## config.mk

```make
export PLATFORM = sky130hd
export DESIGN_NAME = spi_master
export DESIGN_NICKNAME = d
export VERILOG_FILES = /design/src/rtl/spi_pkg.sv /design/src/rtl/spi_clkgen.sv /design/src/rtl/spi_master.sv
export SDC_FILE = /design/constraint.sdc
export NUM_CORES = 1
export LEC_CHECK = 0
export ABC_AREA = 1
export CAP_MARGIN = 20
export CELL_PAD_IN_SITES_DETAIL_PLACEMENT = 1
export CELL_PAD_IN_SITES_GLOBAL_PLACEMENT = 1
export CORE_UTILIZATION = 47
export CTS_BUF_LIST = sky130_fd_sc_hd__clkbuf_4 sky130_fd_sc_hd__clkbuf_8
export CTS_CLUSTER_DIAMETER = 50
export CTS_CLUSTER_SIZE = 14
export DETAILED_ROUTE_END_ITERATION = 7
export GPL_ROUTABILITY_DRIVEN = 0
export PLACE_DENSITY = 0.88
export REMOVE_ABC_BUFFERS = 1
export SETUP_SLACK_MARGIN = 0.5
export SYNTH_ARGS = -nofsm -noshare
export SYNTH_HDL_FRONTEND = slang
export SYNTH_SLANG_ARGS = --single-unit
export TNS_END_PERCENT = 50
```

## constraint.sdc

```tcl
create_clock -name clk -period 3.51 [get_ports clk]
set_input_delay 0.702 -clock clk [delete_from_list [all_inputs] [get_ports clk]]
set_output_delay 0.702 -clock clk [all_outputs]
set_load 0.005 [all_outputs]
```

## src/rtl/spi_pkg.sv

```systemverilog
// spi_pkg: frame layout constants, FSM state type and frame builder for the 16-bit SPI master
package spi_pkg;
  localparam int FRAME_BITS     = 16;
  localparam int MODE_BIT       = 1;
  localparam int ADDR_MSB_BIT   = 2;
  localparam int ADDR_BITS      = 4;
  localparam int DATA_FIRST_BIT = 9;
  localparam int DATA_BITS      = 8;
  localparam logic MODE_READ    = 1'b1;
  typedef enum logic [2:0] {IDLE, SETUP, SHIFT, HOLD, GAP} state_t;
  // Wire bit n (1 = first on the wire) lives at frame[FRAME_BITS-n]; reads carry a zero data field.
  function automatic logic [FRAME_BITS-1:0] build_frame(input logic mode, input logic [ADDR_BITS-1:0] a,
                                                        input logic [DATA_BITS-1:0] d);
    logic [FRAME_BITS-1:0] f;
    f = '0;
    f[FRAME_BITS-MODE_BIT] = mode;
    f[FRAME_BITS-ADDR_MSB_BIT -: ADDR_BITS] = a;
    if (mode != MODE_READ) f[FRAME_BITS-DATA_FIRST_BIT -: DATA_BITS] = d;
    return f;
  endfunction
endpackage

```

## src/rtl/spi_clkgen.sv

```systemverilog
// spi_clkgen: half-period counter that strobes one cycle ahead of each spiclk edge
// Ports: clk, rstn (async active-low), en (counts only while high),
//        rise / fall (single-cycle strobes: spiclk goes high / low on the next edge).
// The first high phase is started by the master itself, so the phase starts high when enabled.
module spi_clkgen #(
  parameter int CLKDIV = 4
) (
  input  logic clk,
  input  logic rstn,
  input  logic en,
  output logic rise,
  output logic fall
);
  localparam int W = $clog2(CLKDIV + 1);
  logic [W-1:0] hc;
  logic ph;
  logic last;
  assign last = hc == W'(CLKDIV - 1);
  assign rise = en && last && !ph;
  assign fall = en && last && ph;
  always_ff @(posedge clk or negedge rstn) begin
    if (!rstn) begin
      hc <= '0;
      ph <= 1'b1;
    end else if (!en) begin
      hc <= '0;
      ph <= 1'b1;
    end else if (last) begin
      hc <= '0;
      ph <= ~ph;
    end else begin
      hc <= hc + 1'b1;
    end
  end
endmodule

```

## src/rtl/spi_master.sv

```systemverilog
// spi_master: initiator for the 16-bit SPI register-access frame {rnw, addr, 3'b000, data}
// Ports: clk, rstn (async active-low); start/rnw/addr/wrdata request (sampled while idle);
//        busy, done (one-cycle pulse), rddata (last read result);
//        spien (select, active high), spiclk (idles low), spidout (MOSI), spidin (MISO).
module spi_master
  import spi_pkg::*;
#(
  parameter int CLKDIV  = 4,
  parameter int IDLEGAP = 2
) (
  input  logic       clk,
  input  logic       rstn,
  input  logic       start,
  input  logic       rnw,
  input  logic [3:0] addr,
  input  logic [7:0] wrdata,
  output logic       busy,
  output logic       done,
  output logic [7:0] rddata,
  output logic       spien,
  output logic       spiclk,
  output logic       spidout,
  input  logic       spidin
);
  localparam int CMAX = CLKDIV > IDLEGAP ? CLKDIV : IDLEGAP;
  localparam int CW = $clog2(CMAX + 1);
  localparam logic [CW-1:0] C_LAST = CW'(CLKDIV - 1);
  // The done cycle itself is the last low-select cycle, so GAP only covers IDLEGAP-1 cycles.
  localparam logic [CW-1:0] G_LAST = CW'(IDLEGAP - 2);
  localparam logic [4:0] LAST_BIT = 5'(FRAME_BITS);
  localparam logic [4:0] CAP_FROM = 5'(DATA_FIRST_BIT - 1);
  state_t state, state_d;
  logic [CW-1:0] cnt;
  logic [FRAME_BITS-1:0] frame, frame_new;
  logic [4:0] bitc;
  logic [DATA_BITS-1:0] cap;
  logic rd_q, accept, rise, fall, shifting, first_rise, next_bit;
  logic busy_d, done_d, spien_d, spiclk_d, spidout_d;
  logic [7:0] rddata_d;
  spi_clkgen #(.CLKDIV(CLKDIV)) u_clkgen (
    .clk (clk),
    .rstn(rstn),
    .en  (shifting),
    .rise(rise),
    .fall(fall)
  );
  assign shifting   = state == SHIFT;
  assign accept     = state == IDLE && start;
  // Bit 1 rises on the SETUP->SHIFT edge; the clkgen handles the remaining edges.
  assign first_rise = state == SETUP && state_d == SHIFT;
  // A rise strobe with all 16 bits sent marks the end of the last low phase instead.
  assign next_bit   = rise && bitc != LAST_BIT;
  assign frame_new  = build_frame(rnw, addr, wrdata);
  always_ff @(posedge clk or negedge rstn) begin
    if (!rstn) begin
      state   <= IDLE;
      cnt     <= '0;
      frame   <= '0;
      bitc    <= '0;
      cap     <= '0;
      rd_q    <= 1'b0;
      busy    <= 1'b0;
      done    <= 1'b0;
      rddata  <= '0;
      spien   <= 1'b0;
      spiclk  <= 1'b0;
      spidout <= 1'b0;
    end else begin
      state   <= state_d;
      cnt     <= state_d != state ? '0 : cnt + 1'b1;
      frame   <= accept ? frame_new : fall ? frame << 1 : frame;
      rd_q    <= accept ? rnw : rd_q;
      bitc    <= first_rise ? 5'd1 : next_bit ? bitc + 5'd1 : bitc;
      cap     <= next_bit && bitc >= CAP_FROM ? {cap[DATA_BITS-2:0], spidin} : cap;
      busy    <= busy_d;
      done    <= done_d;
      rddata  <= rddata_d;
      spien   <= spien_d;
      spiclk  <= spiclk_d;
      spidout <= spidout_d;
    end
  end
  always_comb begin
    state_d = state;
    case (state)
      IDLE:    state_d = start ? SETUP : IDLE;
      SETUP:   state_d = cnt == C_LAST ? SHIFT : SETUP;
      SHIFT:   state_d = rise && bitc == LAST_BIT ? HOLD : SHIFT;
      HOLD:    state_d = cnt != C_LAST ? HOLD : IDLEGAP > 1 ? GAP : IDLE;
      GAP:     state_d = cnt == G_LAST ? IDLE : GAP;
      default: state_d = IDLE;
    endcase
  end
  always_comb begin
    busy_d    = state_d != IDLE;
    done_d    = state != IDLE && state_d == IDLE;
    spien_d   = state_d inside {SETUP, SHIFT, HOLD};
    spiclk_d  = state_d == SHIFT && (first_rise || next_bit || (spiclk && !fall));
    // The frame shifts left on every fall, so frame[FRAME_BITS-2] is always the next wire bit;
    // zeros shifted in make MOSI drop to 0 after the 16th fall.
    spidout_d = accept ? frame_new[FRAME_BITS-MODE_BIT] : fall ? frame[FRAME_BITS-2] : spidout;
    rddata_d  = done_d && rd_q == MODE_READ ? cap : rddata;
  end
endmodule

```

==> out/results.tsv, run 1 <==
metric	value	unit
register area share after synthesis	55.1	%
drt drc	0	
Starting Density	49.4	%
synthesized instance count	258	
critical path buffer and inverter count	1	
Worst setup SP type	flip-flop	
wire per inst	13.6	um
clock slew at reported path FFs	110	ps
Setup Buffers After CTS	0	
H-tree levels	2	
mux cell area share after synthesis	0	%
Routed Antenna Nets	0	
maximum capacitance violations	0	
Vias/cell	5.00	
pwr/cell area	376	nW/um2
Chip Height	72.9	um
Yosys reg bits	52	
status	finished, final reports clean	
ANT cells	0	
die width	72.9	um
Final Skew	11.8	ps
final core occ	58.8	%
CP max stage delay	510	ps
syn_area_per_cell	9.16	um2
worst-skew pair later-pin latency	320	ps
post-synthesis adder-cell area fraction	3.18	%
Achievable Freq	520	MHz
Cell Rows	25	
simple-gate share of the synthesized area	28.5	%
via count	1789	
Final Hold Fails	0	
worst path arrival time	1220	ps
min cycle time layout	1920	ps
# fillers	564	
CP delay by family, top	buffers and inverters	
main combinational cell family by area after synthesis	simple AND/OR/NAND/NOR gates	
ratio of cells with drive above 1 in the final layout	13.1	%
Tot Pwr	0.00106	W
synthesis-to-layout area growth	19.1	%
post-synth cell types	26	
drt total wl	4.87	mm
Post-layout nets	313	
pin count of the biggest net entering global routing	29	
clk buf depth	2	
Root Driver	clkbuf_8	
total track usage	21.5	%
Yosys top cell area share	54.0	%
Hold Crit Class	input pin to async pin	
Synth area leader	dfrtp_1	
Post-synth EDFFs	0	
via count of the first global-routing pass	1885	
Setup Crit Path Kind	flip-flop to output pin	
YS warnings	0	
CP cell instances	clkdlybuf4s50_1	
Worst Setup End Kind	output pin	
static leakage	1.37	nW
Hold Buf Count CTS	0	
DRT Pass-1 Iters	4	
Worst-Margin Slew	561	ps
CTS tree	yes	
final setup TNS	0	ps
Final setup violation count	0	
core area	4790	um2
cts repair resizes	0	
Reg area	1300	um2
I/O Pins	30	
RSZ-0062 raised after global routing	false	
WP data required	2810	ps
most common flop cell mapped by yosys	dfrtp_1	
worst slew margin relative to its limit	62.6	%
footprint of the multi-input gates	898	um2
Synth Area in Compound Gates	5.56	%
Initial DRC Count	133	
CTS Buf Count	5	
Peak supply drop	0.205	mV
Post-synth ARST share	100	%
HPWL after detailed placement	3.53	mm
initial antenna violation count	0	
Worst Path Max Fanout	2	
Cell Area, Synth	2360	um2
Port Buffer Count	29	
grt total ovfl	0	
Area contributors post-synth	dfrtp_1 (54%), nand2_1 (11%), nand3_1 (7.2%), inv_1 (4.0%), ha_1 (3.2%)	
Crit-path slowest cell	clkdlybuf4s50_1	
xor/xnor share of the synthesized area	0.742	%
first-pass GRT wire length	8.68	mm
max-slew violations	0	
die area	5310	um2
crit share post-route	54.7	%
clock sink count	52	
==> layout by cell type, fill, tap and decap left out, drive strengths merged <==
master,n
clkdlybuf4s50,28
clkinvlp,1
nand4,6
dfstp,1
dfrtp,51
ha,6
clkbuf,5
bufinv,1
nand3,36
or2,1
inv,33
nor3,2
nand3b,1
nor2,18
o21ai,19
buf,2
a21oi,2
nand2,76
xor2,2
==> state kept, by name, indices dropped and copies added, names as in the netlist <==
register,flops
spiclk,1
u_clkgen.hc,3
done,1
u_clkgen.ph,1
cap,8
rddata,8
spidout,1
rd_q,1
state,3
busy,1
spien,1
cnt,3
frame,15
bitc,5
==> metrics by stage <==
step                hold slack [ps]  setup slack (ps)  cell area, um2  instances
detailed placement              451              1310            2700        350
finish                          355              1590            2810        358
CTS                             379              1600            2810        358
global route                    393              1510            2810        358
global placement                427              1380            2700        350
floorplan                       406              2040            2320        253
==> layout make-up <==
type	instances	area share [%]
clock buffers	5	2.45
clock inverters	3	1.65
inverters	32	4.27
multi-input cells	169	31.9
flip-flops and latches	52	46.3
well taps	67	2.98
repair buffers	30	10.4
==> worst paths after layout <==
kind	start	end	slack, ps	cells after the start
max	spidout	spidout	1590	1
min	rstn	frame[4]	350	1
max reg2reg	state[1]	frame[2]	1760	5
min reg2reg	u_clkgen.hc[0]	u_clkgen.hc[0]	470	1
max in group asynchronous	rstn	u_clkgen.ph	2330	2
min in group clk	u_clkgen.hc[0]	u_clkgen.hc[0]	470	1
==> cells by family after synthesis <==
group	Yosys count
AND/OR/NAND/NOR	140
XOR/XNOR	2
buffers and inverters	37
flip-flops	52
adder cells (fa/ha/maj)	6
AO/OA/AOI/OAI	21
==> power breakdown <==
group	switching (W)	internal [W]	total, W
combinational	0.0000145	0.0000156	0.0000301
sequential	0	0.000599	0.000599
clock	0.000213	0.000215	0.000428
==> metal layers <==
| layer | GRT usage (%) | up-vias | part of all wire, % |
|---|---|---|---|
| li1 | - | 889 | - |
| met1 | 28.5 | 878 | 46 |
| met2 | 35.4 | 18 | 51 |
| met3 | 4.97 | 4 | 2.2 |
| met4 | 6.54 | 0 | 1.0 |
| met5 | 0 | - | 0 |
==> cell usage after synthesis (4+ instances only) <==
cell / n
nand4_1: 6
ha_1: 6
o21ai_1: 10
nand2_1: 70
inv_1: 25
nor2_1: 14
inv_2: 7
nand2_2: 4
dfrtp_1: 51
o21ai_2: 7
nand3_1: 34
Note: power is estimated with default switching activity, not from simulation.
==> inputs of run 2 (changes only) <==
- CORE_UTILIZATION: 47 -> 43
- PLACE_DENSITY: 0.88 -> 0.82
- clock period: 3.51 -> 1.8 ns (I/O delays scaled with it)
==> out/results.tsv, run 2 (synthesis gave the netlist of run 1 again) <==
metric	value	unit	change
Placed Instances	356		+1.7%
Crit. Startpoint	cnt[1]		
max-slew violations	0		unchanged
die width	76.1	um	+4.4%
end of the worst register-to-register path	busy		
Vias/cell	5.50		+10%
Final setup violation count	0		unchanged
Worst R2R Path Depth	6		+1
Post-layout nets	352		+12%
Sw Pwr	0.000463	W	+100%
Cell Rows	26		+4.0%
worst slew margin relative to its limit	74.4	%	+12 points
Worst setup SP type	flip-flop		
cell internal pwr	0.00175	W	+110%
Worst Path Max Fanout	4		+2
pwr/cell area	599	nW/um2	+59%
DRT Pass-1 Iters	6		+2
clock slew at reported path FFs	110	ps	about the same
Final Skew	17.7	ps	+5.91 ps
combinational share of power	3.1	%	+0.3 points
pin count of the biggest net entering global routing	53		+83%
crit share post-route	88.7	%	
final design area excluding fillers	3690	um2	+31%
Worst Setup End Kind	flip-flop		
Min Hold Slack	8.65	ps	-346 ps
drt total wl	9.52	mm	+96%
core area	5200	um2	+8.8%
Reg area	1310	um2	+0.29%
Achievable Freq	626	MHz	
Root Driver	clkbuf_8		
max FFs per register	15		unchanged
final setup TNS	0	ps	unchanged
clock sink count	52		unchanged
worst-skew pair later-pin latency	330	ps	about the same
first-pass GRT wire length	13.6	mm	+57%
maximum capacitance violations	0		unchanged
static leakage	1.72	nW	+25%
placed cell areas	2740	um2	+1.4%
most common cell after layout, fill and taps aside	dfrtp_1		
CTS tree	yes		
most frequent cells in the layout	dfrtp_1 (48), nand2_2 (27), nand2_1 (27)		
Tot Pwr	0.00221	W	+110%
register with the highest flop count	frame		
Seq pwr share	52.8	%	-3.8 points
Chip Height	76.1	um	+4.4%
clk buf depth	2		unchanged
Hold Crit Class	input pin to async pin		
initial antenna violation count	0		unchanged
total track usage	31.0	%	+9.5 points
die area	5790	um2	+9.0%
ANT cells	0		unchanged
crit path to	busy		
WP data required	2000	ps	-810 ps
drt drc	0		unchanged
status	finished, final reports clean		
synthesis-to-layout area growth	56.4	%	
I/O Pins	30		unchanged
R2R Setup Slk	200	ps	-1560 ps
worst path arrival time	1790	ps	+570 ps
switch share	20.9	%	-0.60 points
Peak supply drop	0.720	mV	+250%
Port Buffer Count	29		unchanged
Final Hold Fails	0		unchanged
# fillers	524		-7.1%
min cycle time layout	1600	ps	
CTS Buf Count	5		unchanged
HPWL after detailed placement	3.55	mm	+0.51%
largest registers	frame x15, cap x8, rddata x8		
footprint of the multi-input gates	1400	um2	+55%
launching point of the worst reg2reg path	cnt[1]		
via count of the first global-routing pass	2452		+30%
RSZ-0062 raised after global routing	true		
Initial DRC Count	143		+7.5%
wire per inst	23.9	um	+75%
H-tree levels	2		unchanged
Worst-Margin Slew	384	ps	-177 ps
Routed Antenna Nets	0		unchanged
clock network fraction of design power	44.1	%	+3.6 points
Starting Density	45.4	%	-4.0 points
via count	2195		+23%
Finished Layout Cells	399		+11%
grt total ovfl	0		unchanged
Setup Crit Path Kind	flip-flop to flip-flop		
ratio of cells with drive above 1 in the final layout	48.6	%	+36 points
[run 2: how the worst min path moves through the flow]
stage,end,slack [ps],startpoint
after global placement,bitc[2],380,rstn
after detailed placement,rddata[0],380,rstn
after global routing,frame[9],30,rstn
after CTS,cap[3],40,rstn
after floorplan,bitc[0],60,rstn
final,frame[9],9,rstn
[run 2: what timing repair did]
| action | CTS | global route |
|---|---|---|
| setup endpoints to repair | 60 | 61 |
| resized for setup | 104 | 59 |
| pin swaps | 21 | 24 |
| setup buffers | 28 | 4 |
| hold buffers | 0 | 0 |
| cloned | 3 | 1 |
[run 2: metal layers]
layer / up-vias / wire length, um / global-route usage (%)
met5: - / 0 / 0
met4: 0 / 328 / 10.6
met3: 25 / 363 / 4.79
met2: 75 / 4960 / 55.5
met1: 1121 / 3870 / 38.1
li1: 974 / - / -
[run 2: stage by stage]
step	utilization, %	setup WS, ps
floorplan	-	331
global placement	52.6	169
detailed placement	52.6	113
CTS	65.9	346
global route	71.0	170
finish	71.0	203
[run 2: power by group through the flow]
stage          Clock, W  Combinational (W)  Sequential, W
6_report       0.000976          0.0000695        0.00117
5_1_grt         0.00102          0.0000750        0.00117
4_1_cts        0.000939          0.0000668        0.00117
3_5_place_dp          0          0.0000638        0.00119
3_3_place_gp          0          0.0000648        0.00119
2_1_floorplan         0       0.0000000714        0.00119
[run 2: area by class of cell]
type | instances | area share [%]
sequential | 52 | 35.4
inverter | 32 | 4.20
multi-input combinational | 172 | 37.8
clock inverter | 2 | 1.63
timing repair buffer | 65 | 16.5
clock buffer | 5 | 1.86
tap | 70 | 2.37
timing repair inverter | 1 | 0.237
[run 2: worst max-delay path: stages, from the launching register on]
cell     delay (ps)
dfrtp_1         430
ha_2            220
ha_4            180
nand3_1         210
nand3_2         190
inv_1           130
nand4_1         110
==> inputs of run 3 (changes only) <==
- REMOVE_ABC_BUFFERS: 1 -> not set
==> out/results.tsv, run 3 (synthesis gave the netlist of run 1 again) <==
metric	value	unit	change
Initial DRC Count	85		-41%
Worst-Margin Slew	457	ps	+73.5 ps
Routed Antenna Nets	0		unchanged
worst slew margin relative to its limit	69.5	%	-4.9 points
via count	1997		-9.0%
DRT Pass-1 Iters	4		-2
register with the highest flop count	frame		
pin count of the biggest net entering global routing	36		-32%
Final Skew	4.09	ps	-13.6 ps
final setup TNS	0	ps	unchanged
placed cell areas	2770	um2	+1.3%
ANT cells	0		unchanged
Achievable Freq	671	MHz	+7.2%
wire per inst	16.6	um	-31%
combinational share of power	3.3	%	+0.2 points
Port Buffer Count	29		unchanged
WP data required	1990	ps	about the same
clock network fraction of design power	37.1	%	-7.0 points
Chip Height	76.1	um	unchanged
Final setup violation count	0		unchanged
clock sink count	52		unchanged
synthesis-to-layout area growth	42.6	%	
die area	5790	um2	unchanged
switch share	22.5	%	+1.6 points
initial antenna violation count	0		unchanged
H-tree levels	2		unchanged
most frequent cells in the layout	nand2_1 (50), dfrtp_1 (49), buf_4 (27)		
min cycle time layout	1490	ps	-107 ps
Mapped Nets	281		
HPWL after detailed placement	3.60	mm	+1.3%
final design area excluding fillers	3370	um2	-8.8%
final core occ	64.7	%	-6.2 points
static leakage	1.57	nW	-8.6%
CTS tree	yes		
max-slew violations	0		unchanged
grt total ovfl	0		unchanged
cell internal pwr	0.00152	W	-13%
Worst Path Max Fanout	7		+3
drt total wl	6.55	mm	-31%
Setup Crit Path Kind	flip-flop to flip-flop		
clock slew at reported path FFs	100	ps	about the same
Starting Density	45.4	%	unchanged
# fillers	596		+14%
RSZ-0062 raised after global routing	true		
pwr/cell area	581	nW/um2	-3.0%
Seq pwr share	59.6	%	+6.8 points
Post-layout nets	347		-1.4%
Peak supply drop	0.399	mV	-45%
most common cell after layout, fill and taps aside	nand2_1		
largest registers	frame x15, cap x8, rddata x8		
Worst Setup End Kind	flip-flop		
core area	5200	um2	unchanged
via count of the first global-routing pass	2222		-9.4%
Cell Rows	26		unchanged
max FFs per register	15		unchanged
clk buf depth	2		unchanged
Worst setup SP type	flip-flop		
Vias/cell	5.06		-8.1%
ratio of cells with drive above 1 in the final layout	35.1	%	-14 points
crit share post-route	82.8	%	-5.9 points
Hold Crit Class	flip-flop to flip-flop		
drt drc	0		unchanged
Root Driver	clkbuf_8		
die width	76.1	um	unchanged
status	finished, final reports clean		
maximum capacitance violations	0		unchanged
I/O Pins	30		unchanged
worst path arrival time	1680	ps	-110 ps
Final Hold Fails	0		unchanged
Sw Pwr	0.000440	W	-5.0%
worst-skew pair later-pin latency	310	ps	-20 ps
CTS Buf Count	5		unchanged
total track usage	23.2	%	-7.9 points
first-pass GRT wire length	10.6	mm	-22%
[run 3: changes by cell type in the layout (fill, tap and decap cells not counted), moves of 9 or more]
cell             change
clkdlybuf4s15_1      +9
dlygate4sd2_1        -9
nand2_4             -12
nand3_1             +10
nand2_1             +23
nand2_2             -10
[run 3: repair_timing]
action	4_1_cts	5_1_grt
buffers inserted	18	11
pin swaps	10	7
setup endpoints to repair	58	53
gates resized for setup	50	38
hold endpoints to repair	3	0
hold buffers	1	0
cloned	2	0
[run 3: area by class of cell]
type / count / area (um2) / area share (%)
clock buffers: 6 / 82.6 / 2.45
inverters: 32 / 138 / 4.08
multi-input cells: 171 / 1170 / 34.9
clock inverters: 2 / 13.8 / 0.408
repair buffers: 62 / 568 / 16.9
well taps: 70 / 87.6 / 2.60
flip-flops and latches: 52 / 1310 / 38.7
[run 3: path summary, 6_finish.rpt]
check,start,to,slack (ps),cells after the start
min in group asynchronous,rstn,rddata[0],520,2
max in group asynchronous,rstn,u_clkgen.ph,680,3
worst max-delay path,cnt[0],busy,310,6
worst min register to register,frame[0],frame[0],490,2
worst min-delay path,frame[0],frame[0],490,2
worst max register to register,cnt[0],busy,310,6
[run 3: power by group through the flow]
stage               Clock (W)  Combinational, W  Sequential (W)
floorplan                   0      0.0000000715         0.00119
global placement            0         0.0000637         0.00119
detailed placement          0         0.0000643         0.00119
CTS                  0.000729         0.0000661         0.00117
global route         0.000772         0.0000724         0.00117
finish               0.000726         0.0000646         0.00117
[run 3: metal layers]
metal | up-vias | GRT usage (%) | routed length, um
met5 | - | 0 | 0
met4 | 0 | 6.15 | 107
met3 | 11 | 4.55 | 154
met2 | 31 | 41.7 | 3560
met1 | 995 | 28.3 | 2730
li1 | 960 | - | -
[run 3: per-stage QoR]
| stage | hold slack (ps) | worst slack [ps] | total power, W | std cells |
|---|---|---|---|---|
| 3_3_place_gp | 328 | 220 | 0.00125 | 355 |
| 5_1_grt | 528 | 239 | 0.00201 | 395 |
| 6_report | 494 | 310 | 0.00196 | 395 |
| 2_1_floorplan | 64.4 | 393 | 0.00119 | 258 |
| 3_5_place_dp | 337 | 173 | 0.00125 | 355 |
| 4_1_cts | 474 | 307 | 0.00196 | 384 |
[run 3: critical path: stages (launching register included)]
cell and delay [ps]:
dfrtp_1 410, ha_2 190, ha_4 170, nand3_2 210
nand3_2 170, inv_1 120, nand4_1 100
